`src/rtl/shift_job_scheduler_pkg.sv`:
```
// Shared types, default sizes and the round-robin pick helper for the shift job scheduler.
package shift_sched_pkg;

   localparam int unsigned SCHED_N  = 4;
   localparam int unsigned SCHED_W  = 8;
   localparam int unsigned SCHED_SW = 3;
   localparam int unsigned IDW      = $clog2(SCHED_N);

   // Upper bound on requester count handled by rr_pick; callers zero-extend into this width.
   localparam int unsigned RR_MAX_N = 32;

   typedef enum logic [1:0] {
      IDLE  = 2'd0,
      LOAD  = 2'd1,
      SHIFT = 2'd2,
      OUT   = 2'd3
   } state_t;

   // First set request scanning last+1, last+2, ... (mod n); returns last when nothing is set.
   function automatic int unsigned rr_pick(input logic [RR_MAX_N-1:0] req,
                                           input int unsigned         last,
                                           input int unsigned         n,
                                           output logic               found);
      int unsigned idx;
      int unsigned pick;
      pick  = last;
      found = 1'b0;
      for (int unsigned k = 0; k < RR_MAX_N; k++) begin
         idx = last + 1 + k;
         if (idx >= n) idx = idx - n;
         if ((k < n) && !found && ((req & (RR_MAX_N'(1) << idx)) != '0)) begin
            found = 1'b1;
            pick  = idx;
         end
      end
      return pick;
   endfunction

endpackage

```
`src/rtl/shift_job_scheduler_if.sv`:
```
// Request/grant and result handshake bundle between clients and the shift job scheduler.
interface shift_job_scheduler_if
   import shift_sched_pkg::*;
#(
   parameter int unsigned N  = SCHED_N,
   parameter int unsigned W  = SCHED_W,
   parameter int unsigned SW = SCHED_SW
);
   localparam int unsigned ID_W = $clog2(N);

   logic [N-1:0]    req;
   logic [N*W-1:0]  req_data;
   logic [N*SW-1:0] req_shamt;
   logic [N-1:0]    gnt;
   logic            busy;
   logic            out_valid;
   logic            out_ready;
   logic [W-1:0]    out_data;
   logic [ID_W-1:0] out_id;

   modport master (
      output req, req_data, req_shamt, out_ready,
      input  gnt, busy, out_valid, out_data, out_id
   );

   modport slave (
      input  req, req_data, req_shamt, out_ready,
      output gnt, busy, out_valid, out_data, out_id
   );

endinterface

```
`src/rtl/shift_job_scheduler_step_unit.sv`:
```
// Shared datapath register: parallel load or logical shift-left by one, zero fill.
module shift_step_unit
   import shift_sched_pkg::*;
#(
   parameter int unsigned W = SCHED_W
) (
   input  logic         clk,
   input  logic         rst,
   input  logic         load,
   input  logic         shl1,
   input  logic [W-1:0] din,
   output logic [W-1:0] q
);

   logic [W-1:0] sreg_q, sreg_d;

   // Load has priority over shift; otherwise hold.
   always_comb begin
      sreg_d = sreg_q;
      if (load) begin
         sreg_d = din;
      end else if (shl1) begin
         sreg_d = sreg_q << 1;
      end
   end

   // Datapath register with synchronous clear.
   always_ff @(posedge clk) begin
      if (rst) begin
         sreg_q <= '0;
      end else begin
         sreg_q <= sreg_d;
      end
   end

   assign q = sreg_q;

endmodule

```
`src/rtl/shift_job_scheduler.sv`:
```
// Round-robin scheduler sharing one load/shift/output datapath between N requesters.
module shift_job_scheduler
   import shift_sched_pkg::*;
#(
   parameter int unsigned N  = SCHED_N,
   parameter int unsigned W  = SCHED_W,
   parameter int unsigned SW = SCHED_SW
) (
   input  logic                   clk,
   input  logic                   rst,
   shift_job_scheduler_if.slave   bus
);

   localparam int unsigned ID_W = $clog2(N);

   state_t            state_q, state_d;
   logic [ID_W-1:0]   last_q, last_d;
   logic [ID_W-1:0]   id_q, id_d;
   logic [W-1:0]      data_q, data_d;
   logic [SW-1:0]     shamt_q, shamt_d;
   logic [SW-1:0]     cnt_q, cnt_d;
   logic [N-1:0]      gnt_q, gnt_d;
   logic              out_valid_q, out_valid_d;
   logic [W-1:0]      out_data_q, out_data_d;
   logic [ID_W-1:0]   out_id_q, out_id_d;

   logic              load;
   logic              shl1;
   logic [W-1:0]      sreg;
   logic [RR_MAX_N-1:0] req_ext;
   logic [ID_W-1:0]   nxt_id;
   logic              pick_found;

   shift_step_unit #(
      .W(W)
   ) u_step (
      .clk  (clk),
      .rst  (rst),
      .load (load),
      .shl1 (shl1),
      .din  (data_q),
      .q    (sreg)
   );

   // Next-state, capture and output-register logic for IDLE -> LOAD -> SHIFT* -> OUT.
   always_comb begin
      state_d     = state_q;
      last_d      = last_q;
      id_d        = id_q;
      data_d      = data_q;
      shamt_d     = shamt_q;
      cnt_d       = cnt_q;
      gnt_d       = '0;
      out_valid_d = out_valid_q;
      out_data_d  = out_data_q;
      out_id_d    = out_id_q;
      load        = 1'b0;
      shl1        = 1'b0;

      req_ext          = '0;
      req_ext[N-1:0]   = bus.req;
      pick_found       = 1'b0;
      nxt_id           = ID_W'(rr_pick(req_ext, 32'(last_q), N, pick_found));

      case (state_q)
         IDLE: begin
            if (pick_found) begin
               id_d    = nxt_id;
               last_d  = nxt_id;
               data_d  = W'(bus.req_data >> (32'(nxt_id) * W));
               shamt_d = SW'(bus.req_shamt >> (32'(nxt_id) * SW));
               gnt_d   = N'(1) << nxt_id;
               state_d = LOAD;
            end
         end
         LOAD: begin
            load  = 1'b1;
            cnt_d = shamt_q;
            state_d = (shamt_q == '0) ? OUT : SHIFT;
         end
         SHIFT: begin
            shl1  = 1'b1;
            cnt_d = cnt_q - SW'(1);
            if (cnt_q == SW'(1)) begin
               state_d = OUT;
            end
         end
         OUT: begin
            // First OUT cycle registers the result; later cycles wait for the handshake.
            if (!out_valid_q) begin
               out_valid_d = 1'b1;
               out_data_d  = sreg;
               out_id_d    = id_q;
            end else if (bus.out_ready) begin
               out_valid_d = 1'b0;
               state_d     = IDLE;
            end
         end
         default: begin
            state_d = IDLE;
         end
      endcase
   end

   // State, pointer, capture and output registers; reset discards any in-flight job.
   always_ff @(posedge clk) begin
      if (rst) begin
         state_q     <= IDLE;
         last_q      <= ID_W'(N - 1);
         id_q        <= '0;
         data_q      <= '0;
         shamt_q     <= '0;
         cnt_q       <= '0;
         gnt_q       <= '0;
         out_valid_q <= 1'b0;
         out_data_q  <= '0;
         out_id_q    <= '0;
      end else begin
         state_q     <= state_d;
         last_q      <= last_d;
         id_q        <= id_d;
         data_q      <= data_d;
         shamt_q     <= shamt_d;
         cnt_q       <= cnt_d;
         gnt_q       <= gnt_d;
         out_valid_q <= out_valid_d;
         out_data_q  <= out_data_d;
         out_id_q    <= out_id_d;
      end
   end

   assign bus.gnt       = gnt_q;
   assign bus.busy      = (state_q != IDLE);
   assign bus.out_valid = out_valid_q;
   assign bus.out_data  = out_data_q;
   assign bus.out_id    = out_id_q;

endmodule

```
`src/flat_wrapper.sv`:
```
// flat-port wrapper written by rule: the top's interface ports become plain ports
module shift_job_scheduler_flat import shift_sched_pkg::*;
#(
   parameter int unsigned N  = SCHED_N,
   parameter int unsigned W  = SCHED_W,
   parameter int unsigned SW = SCHED_SW
)
  (clk, rst, bus_req, bus_req_data, bus_req_shamt, bus_out_ready, bus_gnt, bus_busy, bus_out_valid, bus_out_data, bus_out_id);
  shift_job_scheduler_if #(.N(N), .W(W), .SW(SW)) bus_i ();
  input  logic clk;
  input  logic rst;
  input wire logic [$bits(bus_i.req)-1:0] bus_req;
  input wire logic [$bits(bus_i.req_data)-1:0] bus_req_data;
  input wire logic [$bits(bus_i.req_shamt)-1:0] bus_req_shamt;
  input wire logic [$bits(bus_i.out_ready)-1:0] bus_out_ready;
  output wire logic [$bits(bus_i.gnt)-1:0] bus_gnt;
  output wire logic [$bits(bus_i.busy)-1:0] bus_busy;
  output wire logic [$bits(bus_i.out_valid)-1:0] bus_out_valid;
  output wire logic [$bits(bus_i.out_data)-1:0] bus_out_data;
  output wire logic [$bits(bus_i.out_id)-1:0] bus_out_id;
  assign bus_i.req = bus_req;
  assign bus_i.req_data = bus_req_data;
  assign bus_i.req_shamt = bus_req_shamt;
  assign bus_i.out_ready = bus_out_ready;
  assign bus_gnt = bus_i.gnt;
  assign bus_busy = bus_i.busy;
  assign bus_out_valid = bus_i.out_valid;
  assign bus_out_data = bus_i.out_data;
  assign bus_out_id = bus_i.out_id;
  shift_job_scheduler #(.N(N), .W(W), .SW(SW)) u_core (.clk(clk), .rst(rst), .bus(bus_i));
endmodule
```
`config.mk`:
```
export PLATFORM = sky130hd
export DESIGN_NAME = shift_job_scheduler_flat
export DESIGN_NICKNAME = d
export VERILOG_FILES = /design/src/rtl/shift_job_scheduler_pkg.sv /design/src/rtl/shift_job_scheduler_if.sv /design/src/rtl/shift_job_scheduler_step_unit.sv /design/src/rtl/shift_job_scheduler.sv /design/src/flat_wrapper.sv
export SDC_FILE = /design/constraint.sdc
export NUM_CORES = 1
export LEC_CHECK = 0
export BUFFER_PORTS_ARGS = -buffer_cell sky130_fd_sc_hd__buf_2
export CORE_ASPECT_RATIO = 0.5
export CORE_MARGIN = 8
export CORE_UTILIZATION = 58
export CTS_CLUSTER_SIZE = 14
export DETAILED_ROUTE_END_ITERATION = 8
export MAX_ROUTING_LAYER = met4
export PLACE_DENSITY = 0.86
export SYNTH_ARGS = -nofsm -noshare
export SYNTH_HDL_FRONTEND = slang
export SYNTH_HIERARCHICAL = 1
export SYNTH_SLANG_ARGS = --single-unit
export TNS_END_PERCENT = 100
```
`constraint.sdc`:
```
create_clock -name clk -period 9.54 [get_ports clk]
set_clock_uncertainty 0.2 [all_clocks]
set_input_delay 1.908 -clock clk [delete_from_list [all_inputs] [get_ports clk]]
set_output_delay 1.908 -clock clk [all_outputs]
set_load 0.05 [all_outputs]
```
; Word-level counts from Yosys, hierarchy flattened
; Index checks and enable logic that the tools add are counted.
[word_totals]
regBits = 43
input_bits = 51
word_cells = 91
[op_classes]
n_addsub = 9
mul = 1
n_lt_le_gt_ge = 4
eq_ne = 8
n_shift = 7
muxes = 25
n_bitwise = 7
n_reduce_logical = 19
[ops]
columns = operator, count
row1 = $and A4 B32 Y32, 4
row2 = $ge A32 B3 Y1 const B, 4
row3 = $mux W32, 4
row4 = $reduce_bool A32 Y1, 4
row5 = $shl A1 B32 Y32 const A, 4
row6 = $sub A32 B3 Y32 const B, 4
row7 = $add A32 B2 Y32 const B, 2
row8 = $add A32 B1 Y32 const B, 1
row9 = $shr A32 B5 Y8, 1
row10 = $mux W2, 8
row11 = $mux W8, 2
row12 = $shr A12 B4 Y3, 1
row13 = $mux W1, 9
row14 = $pmux W2 S4, 1
row15 = $ne A2 B1 Y1 const B, 3
row16 = $pmux W3 S2, 1
row17 = $reduce_bool A2 Y1, 3
row18 = $eq A2 B2 Y1 const B, 2
row19 = $mul A2 B2 Y4 const B, 1
row20 = $reduce_and A2 Y1, 2
row21 = $reduce_and A4 Y1, 1
row22 = $shl A1 B2 Y4 const A, 1
row23 = $add A2 B1 Y3 const B, 1
row24 = $eq A3 B1 Y1 const B, 1
row25 = 9 further kinds, 15

; Logic depth before layout (Yosys ltp)
; Gate-level depths: netlist of run 1.
[logic_depth]
ltp_word = 18
ltp_mapped = 13
ltp_nobuf = 8

; By module
; The synthesis of run 1 kept the hierarchy.
[modules_own_cells]
columns = module, instances, cells_each, area_per_inst_um2, seq_area_each_um2
row1 = shift_job_scheduler, 1, 288, 2368.5, 700.7
row2 = shift_step_unit, 1, 35, 369.1, 160.2

; Worst setup path after synthesis of run 1
; No wires, ideal clock.
[synth_timing]
path_kind = input to register
start = input bus_req[3]
end = register u_core.data_q[3]
setup_ns = 0.122
arrival_time_ns = 3.851
slack_ns = 5.367
stages = 7
path_cell_list = a22oi_1 > nand2_1 > a21oi_2 > xnor2_1 > clkbuf_1 > mux2_2 > a311o_1
[synth_via]
elab_chain_cells = 13
word_cells_on_any_way = 24
[synth_rtl]
columns = item, line
row1 = "start, declared", flat_wrapper.sv:12  ; input wire logic [$bits(bus_i.req)-1:0] bus_req;
row2 = $and A4 B32 Y32, shift_job_scheduler_pkg.sv:31  ; if ((k < n) && !found && ((req & (RR_MAX_N'(1) << idx)) != '0)) begin
row3 = $reduce_bool A32 Y1, shift_job_scheduler_pkg.sv:31
row4 = $mux W1, shift_job_scheduler_pkg.sv:31
row5 = $logic_not A1 Y1, shift_job_scheduler_pkg.sv:31
row6 = $logic_and A1 B1 Y1, shift_job_scheduler_pkg.sv:31
row7 = $mux W1, shift_job_scheduler_pkg.sv:31
row8 = $logic_not A1 Y1, shift_job_scheduler_pkg.sv:31
row9 = $logic_and A1 B1 Y1, shift_job_scheduler_pkg.sv:31
row10 = $mux W1, shift_job_scheduler_pkg.sv:31
row11 = $logic_not A1 Y1, shift_job_scheduler_pkg.sv:31
row12 = $logic_and A1 B1 Y1, shift_job_scheduler_pkg.sv:31
row13 = $mux W2 or $mux W1 (tied branches), shift_job_scheduler_pkg.sv:31
row14 = $shr A32 B5 Y8 or $reduce_and A2 Y1 (tied branches), -
row15 = "end signal, assigned", shift_job_scheduler.sv:122  ; data_q <= data_d;
row16 = "end, declared", shift_job_scheduler.sv:19  ; logic [W-1:0] data_q, data_d;
; Several ways; a longest one is shown, not always the timed one.
; A chain may end at the register's enable or synchronous reset.

; Worst setup path after layout of run 1
[layout_timing]
start = input bus_req[3]
end = register u_core.shamt_q[1]
[layout_via]
elab_chain_cells = 14
word_cells_on_any_way = 25
[layout_rtl]
columns = item, line
row1 = $and A4 B32 Y32, shift_job_scheduler_pkg.sv:31
row2 = $reduce_bool A32 Y1, shift_job_scheduler_pkg.sv:31
row3 = $mux W1, shift_job_scheduler_pkg.sv:31
row4 = $logic_not A1 Y1, shift_job_scheduler_pkg.sv:31
row5 = $logic_and A1 B1 Y1, shift_job_scheduler_pkg.sv:31
row6 = $mux W1, shift_job_scheduler_pkg.sv:31
row7 = $logic_not A1 Y1, shift_job_scheduler_pkg.sv:31
row8 = $logic_and A1 B1 Y1, shift_job_scheduler_pkg.sv:31
row9 = $mux W1, shift_job_scheduler_pkg.sv:31
row10 = $logic_not A1 Y1, shift_job_scheduler_pkg.sv:31
row11 = $logic_and A1 B1 Y1, shift_job_scheduler_pkg.sv:31
row12 = $mux W2, shift_job_scheduler_pkg.sv:31
row13 = $mul A2 B2 Y4, shift_job_scheduler.sv:71  ; shamt_d = SW'(bus.req_shamt >> (32'(nxt_id) * SW));
row14 = $shr A12 B4 Y3, shift_job_scheduler.sv:71
row15 = "end signal, assigned", shift_job_scheduler.sv:123  ; shamt_q <= shamt_d;
row16 = "end, declared", shift_job_scheduler.sv:20  ; logic [SW-1:0] shamt_q, shamt_d;
; Several ways; a longest one is shown, not always the timed one.

==> run summary, run 1 <==
STATUS
-----------------------------------------------------------------------------------------------
Outcome                                                                            finished clean

DETAILED ROUTING
-----------------------------------------------------------------------------------------------
Initial DRC Count                                                                           171
Vias per std cell                                                                          5.83
DRC violation count after routing                                                             0
Average routed wire per standard cell                                                   16.4 µm
Pre-antenna DRT Iters                                                                         4
Aggregate routed wire length                                                            7.14 mm
Routed Antenna Nets                                                                           0
Routed vias                                                                               2,529

CTS
-----------------------------------------------------------------------------------------------
CTS Buf Count                                                                                 5
Postcts setup bufs                                                                            0
Clock latency at the later pin of the worst-skew pair                                   0.29 ns
Clock input transition at the sequential cells of the worst setup and hold paths        0.08 ns
Clock tree from TritonCTS                                                                 built
Number of cells upsized or downsized after cts                                                0
Count of hold buffers inserted by post-cts repair                                             0
Bufs on Longest Clock Path                                                                    2
Clock Tree Root                                                                    sky130_fd_sc_hd__clkbuf_8
Number of levels the H-tree was split into                                                    2
Number of clock sinks                                                                        43

PLACE
-----------------------------------------------------------------------------------------------
Worst setup timing slack at the placement stage                                         4.78 ns
Detailed placer's ending HPWL                                                           5.41 mm
RD Place Congestion                                                                       0.820
IO Port Bufs                                                                                 66

GLOBAL ROUTING
-----------------------------------------------------------------------------------------------
Number of antenna violations at the first check in global routing                             0
Pin count of the biggest net entering global routing                                         40
Vias in the first global route                                                            2,468
Overall global routing resource usage                                                     19.7%
Grt ovf                                                                                       0
Global-route wire length before repair                                                  11.6 mm

CRITICAL PATH
-----------------------------------------------------------------------------------------------
Crit path from                                                                       bus_req[3]
Cell chain of the critical path                                                    buf_2 > a22oi_1 > nand2_1 > a21oi_2 > xnor2_1 > buf_4 > mux2_2 > a311o_1
Startpoint kind of the worst setup timing path                                     primary input
Worst endpoint data arrival time                                                        4.47 ns
Critical-path maximum fanout                                                                 23
Critical Path Max Stage Delay                                                           0.80 ns
CP Capture Type                                                                       flip-flop
Critical path type                                                                    in -> reg
Reg-to-Reg Start                                                                   u_core/last_q[0]$_SDFFE_PP1P_
Slowest library cell on the worst path                                             sky130_fd_sc_hd__a21oi_2
Data required time of the critical path                                                 9.52 ns

LOGIC SYNTHESIS
-----------------------------------------------------------------------------------------------
Largest area contributor in the netlist                                            sky130_fd_sc_hd__dfxtp_1
Yosys top cell area share                                                                 31.4%
Post-synth EDFFs                                                                              0
Synthesized area                                                                       2740 µm²
Sequential area share after synthesis                                                     31.4%
Number of storage elements in the synthesis netlist                                          43
Fraction of synthesis flops using an asynchronous set or reset pin                           0%
Post-Synthesis Net Count                                                                    385
Number of distinct library cells after synthesis                                             46
Per-instance average area after synthesis                                              8.48 µm²
Most common cell in the synthesized netlist                                        sky130_fd_sc_hd__nand2_1
Ys flop type                                                                       sky130_fd_sc_hd__dfxtp_1
Main area contributors after synthesis                                             sky130_fd_sc_hd__dfxtp_1 31%, sky130_fd_sc_hd__nand2_1 7.8%, sky130_fd_sc_hd__mux2i_1 5.1%
Synth cell count leaders                                                           57 x sky130_fd_sc_hd__nand2_1, 43 x sky130_fd_sc_hd__dfxtp_1, 18 x sky130_fd_sc_hd__nor2b_1, 17 x sky130_fd_sc_hd__a21oi_1, 17 x sky130_fd_sc_hd__and2_1
Count of mapped cells out of synthesis                                                      323
Warnings from Yosys                                                                           6

DIE
-----------------------------------------------------------------------------------------------
Num rows                                                                                     17
Die span in y                                                                           64.6 µm
Area of the die                                                                        7310 µm²
Horizontal extent of the die                                                             113 µm
Ports placed on the boundary                                                                 67
Core footprint                                                                         4470 µm²
Starting density of the core                                                              61.3%

HOLD PATH
-----------------------------------------------------------------------------------------------
Min-Delay Startpoint                                                               u_core/bus.out_data[6]$_SDFFE_PP0P_
Hold Path Class                                                                      reg -> reg

PWR
-----------------------------------------------------------------------------------------------
Lkg Pwr                                                                                 1.32 nW
Power per Cell Area                                                                  356 nW/µm²
Worst voltage drop across the vdd grid                                                 0.265 mV

TIMING
-----------------------------------------------------------------------------------------------
Share of the clock period used by the worst path                                          47.1%
Worst max-slew margin expressed relative to the limit                                     20.9%
Final count of pins violating max slew                                                        0
Time the worst path needs with I/O delays and setup                                     4.49 ns
Fmax achieved                                                                           223 MHz
Number of failing setup endpoints in the final timing report                                  0
Fin worst setup slack                                                                   5.05 ns
Setup TNS                                                                                  0 ns
Final-report hold violation count                                                             0
Least-Margin Pin Slew                                                                   1.18 ns
RSZ-0062 raised after global routing                                                         no

FINISH
-----------------------------------------------------------------------------------------------
Number of diodes added for antenna fixing                                                     0
Layout cell share with drive strength beyond 1                                            24.7%
Net count, final                                                                            438
Area added between synthesis and finish                                                   14.2%

FLOW RUN
-----------------------------------------------------------------------------------------------
Max-cap check violation count                                                                 0

## cell families after synthesis
kind of cell / share of synthesized area (%)
and+or+nand+nor: 23.5
AOI/OAI and AO/OA: 24.6
DFF: 31.4
buffers and inverters: 6.03
muxes: 8.41
adders and majority gates: 5.03
xor gates and xnor gates: 0.960
## worst max-delay path, delay by kind of cell
family	cells	cell delay, ns
AOI/OAI and AO/OA	3	1.40
and+or+nand+nor	1	0.24
muxes	1	0.37
buffers and inverters	2	0.36
xor gates and xnor gates	1	0.19
## power breakdown
part | switching [W] | total, W | internal, W
Sequential | 0.0000366 | 0.000269 | 0.000233
Clock | 0.0000612 | 0.000127 | 0.0000658
Combinational | 0.000437 | 0.000716 | 0.000279
## layout by cell type (no fill, tap or decap), types with 2 or more instances in the layout
| cell | Yosys | final |
|---|---|---|
| sky130_fd_sc_hd__nor2b_1 | 18 | 18 |
| sky130_fd_sc_hd__clkbuf_8 | 0 | 7 |
| sky130_fd_sc_hd__or2_1 | 2 | 2 |
| sky130_fd_sc_hd__a221oi_1 | 3 | 3 |
| sky130_fd_sc_hd__xnor2_1 | 2 | 2 |
| sky130_fd_sc_hd__buf_2 | 1 | 66 |
| sky130_fd_sc_hd__a311o_1 | 12 | 12 |
| sky130_fd_sc_hd__a22oi_1 | 10 | 10 |
| sky130_fd_sc_hd__a21o_1 | 8 | 8 |
| sky130_fd_sc_hd__and4_1 | 3 | 3 |
| sky130_fd_sc_hd__o21ai_0 | 12 | 12 |
| sky130_fd_sc_hd__nor2_1 | 10 | 10 |
| sky130_fd_sc_hd__mux2_2 | 8 | 8 |
| sky130_fd_sc_hd__a211oi_1 | 8 | 8 |
| sky130_fd_sc_hd__ha_1 | 11 | 11 |
| sky130_fd_sc_hd__mux2i_1 | 14 | 14 |
| sky130_fd_sc_hd__nor4b_1 | 2 | 2 |
| sky130_fd_sc_hd__nand2_1 | 57 | 57 |
| sky130_fd_sc_hd__o311ai_1 | 3 | 3 |
| sky130_fd_sc_hd__a22o_1 | 2 | 2 |
| sky130_fd_sc_hd__buf_4 | 0 | 2 |
| sky130_fd_sc_hd__dfxtp_1 | 43 | 43 |
| sky130_fd_sc_hd__nand4_1 | 3 | 3 |
| sky130_fd_sc_hd__nor3_1 | 6 | 6 |
| sky130_fd_sc_hd__and2_1 | 17 | 17 |
| sky130_fd_sc_hd__a221oi_2 | 5 | 5 |
| sky130_fd_sc_hd__inv_1 | 9 | 9 |
| sky130_fd_sc_hd__a21oi_1 | 17 | 17 |
## path summary, 6_finish.rpt
kind | endpoint | slack, ns | depth (start not counted)
hold reg to reg | u_core/bus.out_data[6]$_SDFFE_PP0P_ | 0.26 | 2
setup / recovery | u_core/shamt_q[1]$_SDFFE_PP0P_ | 5.05 | 8
hold / removal | u_core/bus.out_data[6]$_SDFFE_PP0P_ | 0.26 | 2
setup reg to reg | u_core/shamt_q[1]$_SDFFE_PP0P_ | 5.41 | 10
## metrics by stage
stage	std cells	instance area [µm²]	util, %	hold WS (ns)	power (W)
after floorplan	323	2740	-	0.231	0.000868
after global placement	426	3020	67.7	0.242	0.000942
after detailed placement	426	3020	67.7	0.249	0.000973
after global routing	434	3130	70.0	0.280	0.00119
after CTS	434	3130	70.0	0.262	0.00110
final	434	3130	70.0	0.257	0.00111
## routing by layer
metal,GRT usage (%),share of wire [%]
met1,24.7,46
met2,31.5,46
met3,4.06,6.1
met4,5.76,1.6
met5,-,0
## state kept, by name (all words and copies together), names as in the netlist
register / flops
u_core/bus.out_valid: 1
u_core/last_q: 2
u_core/bus.gnt: 4
u_core/u_step/q: 8
u_core/bus.out_data: 8
u_core/data_q: 8
u_core/shamt_q: 3
u_core/id_q: 2
u_core/state_q: 2
u_core/bus.out_id: 2
u_core/cnt_q: 3
## cell type report
cell class | instances | area, µm²
well taps | 57 | 71.3
fillers | 368 | 1340
inverters | 9 | 33.8
multi-input cells | 249 | 1710
clock buffers | 7 | 96.3
repair buffers | 68 | 345
clock inverters | 1 | 7.51
flip-flops and latches | 43 | 861
Power figures use the tool's default switching activity.
==> run 2, diff against run 1 <==
--- a/config.mk
+++ b/config.mk
@@ -5,14 +5,15 @@
 export SDC_FILE = /design/constraint.sdc
 export NUM_CORES = 1
 export LEC_CHECK = 0
+export ABC_AREA = 1
 export BUFFER_PORTS_ARGS = -buffer_cell sky130_fd_sc_hd__buf_2
 export CORE_ASPECT_RATIO = 0.5
 export CORE_MARGIN = 8
-export CORE_UTILIZATION = 58
+export CORE_UTILIZATION = 53
 export CTS_CLUSTER_SIZE = 14
 export DETAILED_ROUTE_END_ITERATION = 8
 export MAX_ROUTING_LAYER = met4
-export PLACE_DENSITY = 0.86
+export PLACE_DENSITY = 0.8
 export SYNTH_ARGS = -nofsm -noshare
 export SYNTH_HDL_FRONTEND = slang
 export SYNTH_HIERARCHICAL = 1
==> constraint.sdc (replaced) <==
create_clock -name clk -period 4.5 [get_ports clk]
set_clock_uncertainty 0.2 [all_clocks]
set_input_delay 0.9 -clock clk [delete_from_list [all_inputs] [get_ports clk]]
set_output_delay 0.9 -clock clk [all_outputs]
set_load 0.05 [all_outputs]
==> run 2 against run 1 <==
- wire length decreased by 19%
- cell count grew 19%
- largest power group unchanged
- cell area is 2.2% lower
- die area increased by 3.4%
- setup slack got worse by 3.3 ns
- via count fell by 1.5%
==> run summary, run 2 <==
FINISH
-----------------------------------------------------------------------------------------------
Final core utilization                                                                    63.1%   -6.9 points
Footprint of the multi-input gates                                                     1530 µm²   -11%
Layout cell share with drive strength beyond 1                                            24.2%   -0.45 points
FILL cells                                                                                  480   +30%
Most common cell after layout, fill and taps aside                                 sky130_fd_sc_hd__nand2_1
Number of diodes added for antenna fixing                                                     0   unchanged
Area added between synthesis and finish                                                   17.2%
Highest-count cells in the layout ignoring fill and taps                           135 x sky130_fd_sc_hd__nand2_1, 66 x sky130_fd_sc_hd__buf_2, 47 x sky130_fd_sc_hd__nand3_1
FF/Latch Area                                                                           861 µm²   unchanged
Net count, final                                                                            507   +16%

LOGIC SYNTHESIS
-----------------------------------------------------------------------------------------------
Largest area contributor in the netlist                                            sky130_fd_sc_hd__dfxtp_1
Per-instance average area after synthesis                                              6.81 µm²   -20%
Main area contributors after synthesis                                             sky130_fd_sc_hd__dfxtp_1 33%, sky130_fd_sc_hd__nand2_1 19%, sky130_fd_sc_hd__nand3_1 9.0%
Yosys top cell area share                                                                 33.0%   +1.6 points
Number of distinct library cells after synthesis                                             31   -33%
Number of storage elements in the synthesis netlist                                          43   unchanged
Ys flop type                                                                       sky130_fd_sc_hd__dfxtp_1
Count of mapped cells out of synthesis                                                      383   +19%
Most common cell in the synthesized netlist                                        sky130_fd_sc_hd__nand2_1
Synthesized area                                                                       2610 µm²   -4.8%
Fraction of synthesis flops using an asynchronous set or reset pin                           0%   unchanged
Post-Synthesis Net Count                                                                    445   +16%
Synth cell count leaders                                                           135 x sky130_fd_sc_hd__nand2_1, 47 x sky130_fd_sc_hd__nand3_1, 43 x sky130_fd_sc_hd__dfxtp_1, 30 x sky130_fd_sc_hd__inv_1, 30 x sky130_fd_sc_hd__nor2_1
Sequential area share after synthesis                                                     33.0%   +1.6 points
Post-synth EDFFs                                                                              0   unchanged
Warnings from Yosys                                                                           6   unchanged

DIE
-----------------------------------------------------------------------------------------------
Num rows                                                                                     18   +1
Area of the die                                                                        7560 µm²   +3.4%
Core footprint                                                                         4840 µm²   +8.4%
Die span in y                                                                           65.6 µm   +1.6%
Ports placed on the boundary                                                                 67   unchanged
Starting density of the core                                                              53.9%   -7.4 points
Horizontal extent of the die                                                             115 µm   +1.8%

TIMING
-----------------------------------------------------------------------------------------------
Fmax achieved                                                                           369 MHz
Final count of pins violating max slew                                                        0   unchanged
Share of the clock period used by the worst path                                          60.1%
Least-Margin Pin Slew                                                                  0.942 ns   -0.242 ns
Setup TNS                                                                                  0 ns   unchanged
Number of failing setup endpoints in the final timing report                                  0   unchanged
Final-report hold violation count                                                             0   unchanged
RSZ-0062 raised after global routing                                                         no
Time the worst path needs with I/O delays and setup                                     2.71 ns
Worst max-slew margin expressed relative to the limit                                     37.1%   +16 points

CRITICAL PATH
-----------------------------------------------------------------------------------------------
Startpoint kind of the worst setup timing path                                        flip-flop
CP Capture Type                                                                       flip-flop
Critical-path maximum fanout                                                                 13   -43%
Worst endpoint data arrival time                                                        2.69 ns   -1.78 ns
Data required time of the critical path                                                 4.48 ns   -5.04 ns
Critical path type                                                                   reg -> reg

HOLD PATH
-----------------------------------------------------------------------------------------------
Hold Path Class                                                                      reg -> reg

CTS
-----------------------------------------------------------------------------------------------
Number of cells upsized or downsized after cts                                                0   unchanged
Clock tree from TritonCTS                                                                 built
Number of levels the H-tree was split into                                                    2   unchanged
Clock latency at the later pin of the worst-skew pair                                   0.29 ns   about the same
Number of clock sinks                                                                        43   unchanged
CTS Buf Count                                                                                 5   unchanged
Count of hold buffers inserted by post-cts repair                                             0   unchanged
Clock input transition at the sequential cells of the worst setup and hold paths        0.08 ns   about the same
Postcts setup bufs                                                                            0   unchanged
Bufs on Longest Clock Path                                                                    2   unchanged
Clock Tree Root                                                                    sky130_fd_sc_hd__clkbuf_8

DETAILED ROUTING
-----------------------------------------------------------------------------------------------
Average routed wire per standard cell                                                   11.2 µm   -32%
Vias per std cell                                                                          4.83   -17%
Pre-antenna DRT Iters                                                                         4   unchanged
Aggregate routed wire length                                                            5.77 mm   -19%
Routed vias                                                                               2,491   -1.5%
DRC violation count after routing                                                             0   unchanged
Routed Antenna Nets                                                                           0   unchanged
Initial DRC Count                                                                           114   -33%

GLOBAL ROUTING
-----------------------------------------------------------------------------------------------
Grt ovf                                                                                       0   unchanged
Pin count of the biggest net entering global routing                                         35   -13%
Global-route wire length before repair                                                  9.46 mm   -18%
Number of antenna violations at the first check in global routing                             0   unchanged
Overall global routing resource usage                                                     15.3%   -4.4 points
Vias in the first global route                                                            2,214   -10%

STATUS
-----------------------------------------------------------------------------------------------
Outcome                                                                            finished clean

PWR
-----------------------------------------------------------------------------------------------
Power per Cell Area                                                                  723 nW/µm²   +100%
Worst voltage drop across the vdd grid                                                 0.488 mV   +84%
Lkg Pwr                                                                                 1.68 nW   +27%

PLACE
-----------------------------------------------------------------------------------------------
IO Port Bufs                                                                                 66   unchanged
Detailed placer's ending HPWL                                                           4.52 mm   -16%
RD Place Congestion                                                                       0.881   +7.5%

FLOW RUN
-----------------------------------------------------------------------------------------------
Max-cap check violation count                                                                 0   unchanged

-- run 2: cell types whose count changed after synthesis, moves of 10 or more --
cell                       before  now
sky130_fd_sc_hd__inv_1          9   30
sky130_fd_sc_hd__nor2_1        10   30
sky130_fd_sc_hd__nand2_2        0   11
sky130_fd_sc_hd__a22oi_1       10    0
sky130_fd_sc_hd__nand3_1        1   47
sky130_fd_sc_hd__and2_1        17    0
sky130_fd_sc_hd__a311o_1       12    0
sky130_fd_sc_hd__clkbuf_1      14    2
sky130_fd_sc_hd__nor2b_1       18    0
sky130_fd_sc_hd__mux2i_1       14    0
sky130_fd_sc_hd__nand2_1       57  135
-- run 2: logic make-up (layout without fill, tap and decap cells) --
group	Yosys count	count (layout)	share of synthesized area (%)
AO/OA/AOI/OAI	35	35	7.34
adder cells (fa/ha/maj)	11	11	5.28
XOR/XNOR	2	2	0.672
buffers and inverters	47	110	8.30
flip-flops	43	43	33.0
AND/OR/NAND/NOR	245	245	45.4
-- run 2: worst max-delay path, cell delays in order (launching register included) --
cell	delay, ns
sky130_fd_sc_hd__dfxtp_1	0.52
sky130_fd_sc_hd__inv_1	0.19
sky130_fd_sc_hd__ha_1	0.30
sky130_fd_sc_hd__nand2_1	0.09
sky130_fd_sc_hd__nand2_2	0.07
sky130_fd_sc_hd__nor2_4	0.20
sky130_fd_sc_hd__nand2_4	0.09
sky130_fd_sc_hd__nor2_8	0.11
sky130_fd_sc_hd__nand2_2	0.07
sky130_fd_sc_hd__nand2_2	0.20
sky130_fd_sc_hd__inv_2	0.17
sky130_fd_sc_hd__nand3_2	0.13
sky130_fd_sc_hd__inv_2	0.08
sky130_fd_sc_hd__nand3_1	0.07
sky130_fd_sc_hd__nand3_1	0.09
-- run 2: layout make-up --
| class | instances | share of cell area [%] |
|---|---|---|
| clock buffer | 5 | 2.25 |
| clock inverter | 3 | 1.43 |
| inverter | 36 | 4.42 |
| multi-input combinational | 293 | 50.1 |
| sequential | 43 | 28.2 |
| tap | 70 | 2.87 |
| timing repair buffer | 66 | 10.8 |
-- run 2: report_power, final --
part	switching (W)	internal, W	total [W]
Sequential	0.0000719	0.000491	0.000563
Combinational	0.000928	0.000425	0.00135
Clock	0.000130	0.000165	0.000295
-- run 2: path summary, 6_finish.rpt --
path                                                    start                            end  slack (ns)  cells after the start
worst max-delay path            u_core/last_q[0]$_SDFFE_PP1P_  u_core/data_q[7]$_SDFFE_PP0P_        1.79                     14
worst min-delay path              u_core/id_q[0]$_SDFFE_PP0P_    u_core/id_q[0]$_SDFFE_PP0P_        0.28                      2
worst max register to register  u_core/last_q[0]$_SDFFE_PP1P_  u_core/data_q[7]$_SDFFE_PP0P_        1.79                     14
worst min register to register    u_core/id_q[0]$_SDFFE_PP0P_    u_core/id_q[0]$_SDFFE_PP0P_        0.28                      2
-- run 2: per-layer routing --
metal	global-route usage [%]	vias to the layer above	wire [µm]
met5	-	-	0
met4	4.21	0	38
met3	3.29	4	216
met2	23.1	37	2690
met1	20.3	1106	2830
li1	-	1344	-
-- run 2: metrics by stage --
step                      area [µm²]  cells  total power, W  setup slack, ns  hold slack, ns
final                           3060    516         0.00221             1.79           0.276
after global routing            3060    516         0.00241             1.54           0.301
after CTS                       3060    516         0.00222             1.79           0.277
after detailed placement        2940    508         0.00192             1.78           0.263
after global placement          2940    508         0.00191             1.84           0.260
after floorplan                 2610    383         0.00174             2.24           0.238
==> run 3, diff against run 2 <==
--- a/config.mk
+++ b/config.mk
@@ -5,15 +5,15 @@
 export SDC_FILE = /design/constraint.sdc
 export NUM_CORES = 1
 export LEC_CHECK = 0
-export ABC_AREA = 1
+export ABC_AREA = 0
 export BUFFER_PORTS_ARGS = -buffer_cell sky130_fd_sc_hd__buf_2
 export CORE_ASPECT_RATIO = 0.5
 export CORE_MARGIN = 8
-export CORE_UTILIZATION = 53
+export CORE_UTILIZATION = 49
 export CTS_CLUSTER_SIZE = 14
 export DETAILED_ROUTE_END_ITERATION = 8
 export MAX_ROUTING_LAYER = met4
-export PLACE_DENSITY = 0.8
+export PLACE_DENSITY = 0.77
 export SYNTH_ARGS = -nofsm -noshare
 export SYNTH_HDL_FRONTEND = slang
 export SYNTH_HIERARCHICAL = 1
==> constraint.sdc (replaced) <==
create_clock -name clk -period 2.19 [get_ports clk]
set_clock_uncertainty 0.2 [all_clocks]
set_input_delay 0.438 -clock clk [delete_from_list [all_inputs] [get_ports clk]]
set_output_delay 0.438 -clock clk [all_outputs]
set_load 0.05 [all_outputs]
==> run 3 against run 2 <==
- the run now ends with setup timing left
- first-iteration DRC count rose by 55%
- hold slack got worse by 0.033 ns
- die area rose by 11%
- via count rose by 9.5%
- wire length rose by 39%
- sequential share of layout area fell by 4.3 points
- global-route usage rose by 4.3 points
- fmax fell by 1.5%
- cell count fell by 5.4%
- utilization rose by 3.8 points
- register-to-register slack got worse by 2.4 ns
==> run summary, run 3 (same netlist as run 1, synthesis figures left out) <==
PWR
-----------------------------------------------------------------------------------------------
Internal power                                                                        0.00318 W   +190%
Power per Cell Area                                                                 1650 nW/µm²   +130%
Share of power burned in combinational logic                                              71.9%   +11 points
Part of the total power dissipated in the clock network                                    8.2%   -5.1 points
Worst voltage drop across the vdd grid                                                 0.887 mV   +82%
Switch Pwr                                                                            0.00284 W   +150%
Lkg Pwr                                                                                 1.54 nW   -8.4%
Switching share of total power                                                            47.2%   -3.9 points
Total power after layout                                                              0.00602 W   +170%
Sequential share of power                                                                 19.9%   -5.6 points

CRITICAL PATH
-----------------------------------------------------------------------------------------------
Terminus of the critical flop-to-flop path                                         u_core/data_q[3]$_SDFFE_PP0P_
CP Capture Type                                                                       flip-flop
Startpoint kind of the worst setup timing path                                        flip-flop
Critical path type                                                                   reg -> reg
Crit path from                                                                     u_core/last_q[1]$_SDFFE_PP1P_
Cell count of the worst reg-to-reg path                                                       9   -5
Reg-to-Reg Start                                                                   u_core/last_q[1]$_SDFFE_PP1P_
Reg2Reg Setup Slack                                                                    -0.56 ns   -2.35 ns
Data required time of the critical path                                                 2.24 ns   -2.24 ns
Worst endpoint data arrival time                                                        2.80 ns   +0.11 ns
Critical-path maximum fanout                                                                  8   -5

PLACE
-----------------------------------------------------------------------------------------------
IO Port Bufs                                                                                 66   unchanged
RD Place Congestion                                                                       0.928   +5.4%
Total cell area at the placement stage                                                 3310 µm²   +12%
Worst setup timing slack at the placement stage                                       -0.571 ns   -2.35 ns
Detailed placer's ending HPWL                                                           6.07 mm   +34%

HOLD PATH
-----------------------------------------------------------------------------------------------
Worst hold path endpoint                                                           u_core/bus.out_valid$_SDFFE_PP0N_
Hold Path Class                                                                       in -> reg
Min-Delay Startpoint                                                               bus_out_ready
Cell count of the worst hold path                                                             4   +2

DIE
-----------------------------------------------------------------------------------------------
Num rows                                                                                     19   +1
Horizontal extent of the die                                                             122 µm   +5.7%
Die span in y                                                                           68.9 µm   +5.0%
Starting density of the core                                                              50.3%   -3.6 points
Area of the die                                                                        8380 µm²   +11%
Ports placed on the boundary                                                                 67   unchanged
Core footprint                                                                         5440 µm²   +12%

FINISH
-----------------------------------------------------------------------------------------------
Net count, final                                                                            476   -6.1%
FF/Latch Area                                                                           868 µm²   +0.87%
Number of diodes added for antenna fixing                                                     0   unchanged
FILL cells                                                                                  432   -10%
Area added between synthesis and finish                                                   33.1%
Most common cell after layout, fill and taps aside                                 sky130_fd_sc_hd__buf_2
Footprint of the multi-input gates                                                     1910 µm²   +25%
Post-route cell area                                                                   3640 µm²   +19%
Layout cell share with drive strength beyond 1                                            39.0%   +15 points
Highest-count cells in the layout ignoring fill and taps                           66 x sky130_fd_sc_hd__buf_2, 53 x sky130_fd_sc_hd__nand2_1, 41 x sky130_fd_sc_hd__dfxtp_1
Final core utilization                                                                    67.0%   +3.8 points

TIMING
-----------------------------------------------------------------------------------------------
Fin worst setup slack                                                                 -0.558 ns   -2.35 ns
Share of the clock period used by the worst path                                           125%   +65 points
RSZ-0062 raised after global routing                                                        yes
Number of failing setup endpoints in the final timing report                                 21   +21
Worst max-slew margin expressed relative to the limit                                     69.3%   +32 points
Final count of pins violating max slew                                                        0   unchanged
Least-Margin Pin Slew                                                                  0.460 ns   -0.482 ns
Fmax achieved                                                                           364 MHz   -1.5%
Time the worst path needs with I/O delays and setup                                     2.75 ns   +0.0414 ns
Final hold slack                                                                       0.243 ns   -0.0327 ns
Final-report hold violation count                                                             0   unchanged

CTS
-----------------------------------------------------------------------------------------------
Bufs on Longest Clock Path                                                                    2   unchanged
CTS Buf Count                                                                                 5   unchanged
Clock Tree Root                                                                    sky130_fd_sc_hd__clkbuf_8
Clock latency at the later pin of the worst-skew pair                                   0.30 ns   about the same
Clock input transition at the sequential cells of the worst setup and hold paths        0.08 ns   about the same
Number of clock sinks                                                                        43   unchanged
Number of levels the H-tree was split into                                                    2   unchanged
Clock tree from TritonCTS                                                                 built
Count of hold buffers inserted by post-cts repair                                             0   unchanged

GLOBAL ROUTING
-----------------------------------------------------------------------------------------------
Global-route wire length before repair                                                  12.6 mm   +34%
Grt ovf                                                                                       0   unchanged
Overall global routing resource usage                                                     19.6%   +4.3 points
Vias in the first global route                                                            2,689   +21%
Pin count of the biggest net entering global routing                                         31   -11%
Number of antenna violations at the first check in global routing                             0   unchanged

DETAILED ROUTING
-----------------------------------------------------------------------------------------------
Routed Antenna Nets                                                                           0   unchanged
Vias per std cell                                                                          5.59   +16%
Pre-antenna DRT Iters                                                                         4   unchanged
Aggregate routed wire length                                                            8.03 mm   +39%
Initial DRC Count                                                                           177   +55%
Average routed wire per standard cell                                                   16.5 µm   +47%
DRC violation count after routing                                                             0   unchanged
Routed vias                                                                               2,727   +9.5%

STATUS
-----------------------------------------------------------------------------------------------
Failing checks                                                                     setup timing
Outcome                                                                            finished, violations left

FLOW RUN
-----------------------------------------------------------------------------------------------
Max-cap check violation count                                                                 0   unchanged

## run 3: cell count changes in the layout (fill, tap and decap cells not counted), moves of 17 or more
cell,before,now
sky130_fd_sc_hd__nand3_1,47,1
sky130_fd_sc_hd__buf_4,0,33
sky130_fd_sc_hd__nor2b_1,0,18
sky130_fd_sc_hd__and2_1,0,17
sky130_fd_sc_hd__nor2_1,30,8
sky130_fd_sc_hd__inv_1,30,7
sky130_fd_sc_hd__nand2_1,135,53
## run 3: critical path, cell delays in order (launching register included)
cell,delay [ns]
sky130_fd_sc_hd__dfxtp_4,0.36
sky130_fd_sc_hd__buf_6,0.13
sky130_fd_sc_hd__ha_4,0.16
sky130_fd_sc_hd__a22o_1,0.23
sky130_fd_sc_hd__or2_1,0.23
sky130_fd_sc_hd__or3_1,0.31
sky130_fd_sc_hd__a311o_2,0.47
sky130_fd_sc_hd__buf_6,0.18
sky130_fd_sc_hd__a221oi_4,0.27
sky130_fd_sc_hd__a311o_1,0.14
## run 3: power groups by stage
stage               combinational (W)  sequential (W)  clock (W)
floorplan                     0.00263         0.00129          0
global placement              0.00352         0.00118          0
detailed placement            0.00363         0.00120          0
CTS                           0.00404         0.00119   0.000507
global route                  0.00463         0.00122   0.000536
finish                        0.00433         0.00120   0.000496
## run 3: worst max path at each step
stage	end	cells after the start
2_1_floorplan	u_core/data_q[2]$_SDFFE_PP0P_	12
3_3_place_gp	u_core/data_q[4]$_SDFFE_PP0P_	10
3_5_place_dp	u_core/data_q[3]$_SDFFE_PP0P_	9
4_1_cts	u_core/data_q[3]$_SDFFE_PP0P_	9
5_1_grt	u_core/data_q[3]$_SDFFE_PP0P_	9
6_report	u_core/data_q[3]$_SDFFE_PP0P_	9
## run 3: cell type report
type | instances | area share, %
flip-flops and latches | 43 | 23.8
well taps | 73 | 2.51
multi-input cells | 250 | 52.3
clock buffers | 6 | 1.99
repair buffers | 105 | 18.0
inverters | 9 | 1.06
clock inverters | 2 | 0.343
## run 3: metrics by stage
| step | setup TNS (ns) | cells |
|---|---|---|
| 6_report | -8.84 | 488 |
| 5_1_grt | -10.43 | 488 |
| 4_1_cts | -7.81 | 485 |
| 3_5_place_dp | -9.14 | 471 |
| 3_3_place_gp | -6.81 | 471 |
| 2_1_floorplan | -11.94 | 323 |
## run 3: layer usage
| metal | global-route usage [%] | vias up | wire (µm) |
|---|---|---|---|
| met2 | 32.8 | 83 | 3860 |
| li1 | - | 1347 | - |
| met4 | 6.24 | 0 | 115 |
| met3 | 4.14 | 10 | 404 |
| met5 | - | - | 0 |
| met1 | 23.6 | 1287 | 3650 |
## run 3: what timing repair did
action	4_1_cts	5_1_grt
gates resized for setup	26	14
buffers inserted	5	3
pin swaps	18	7
setup endpoints to repair	21	22
gates cloned	2	0
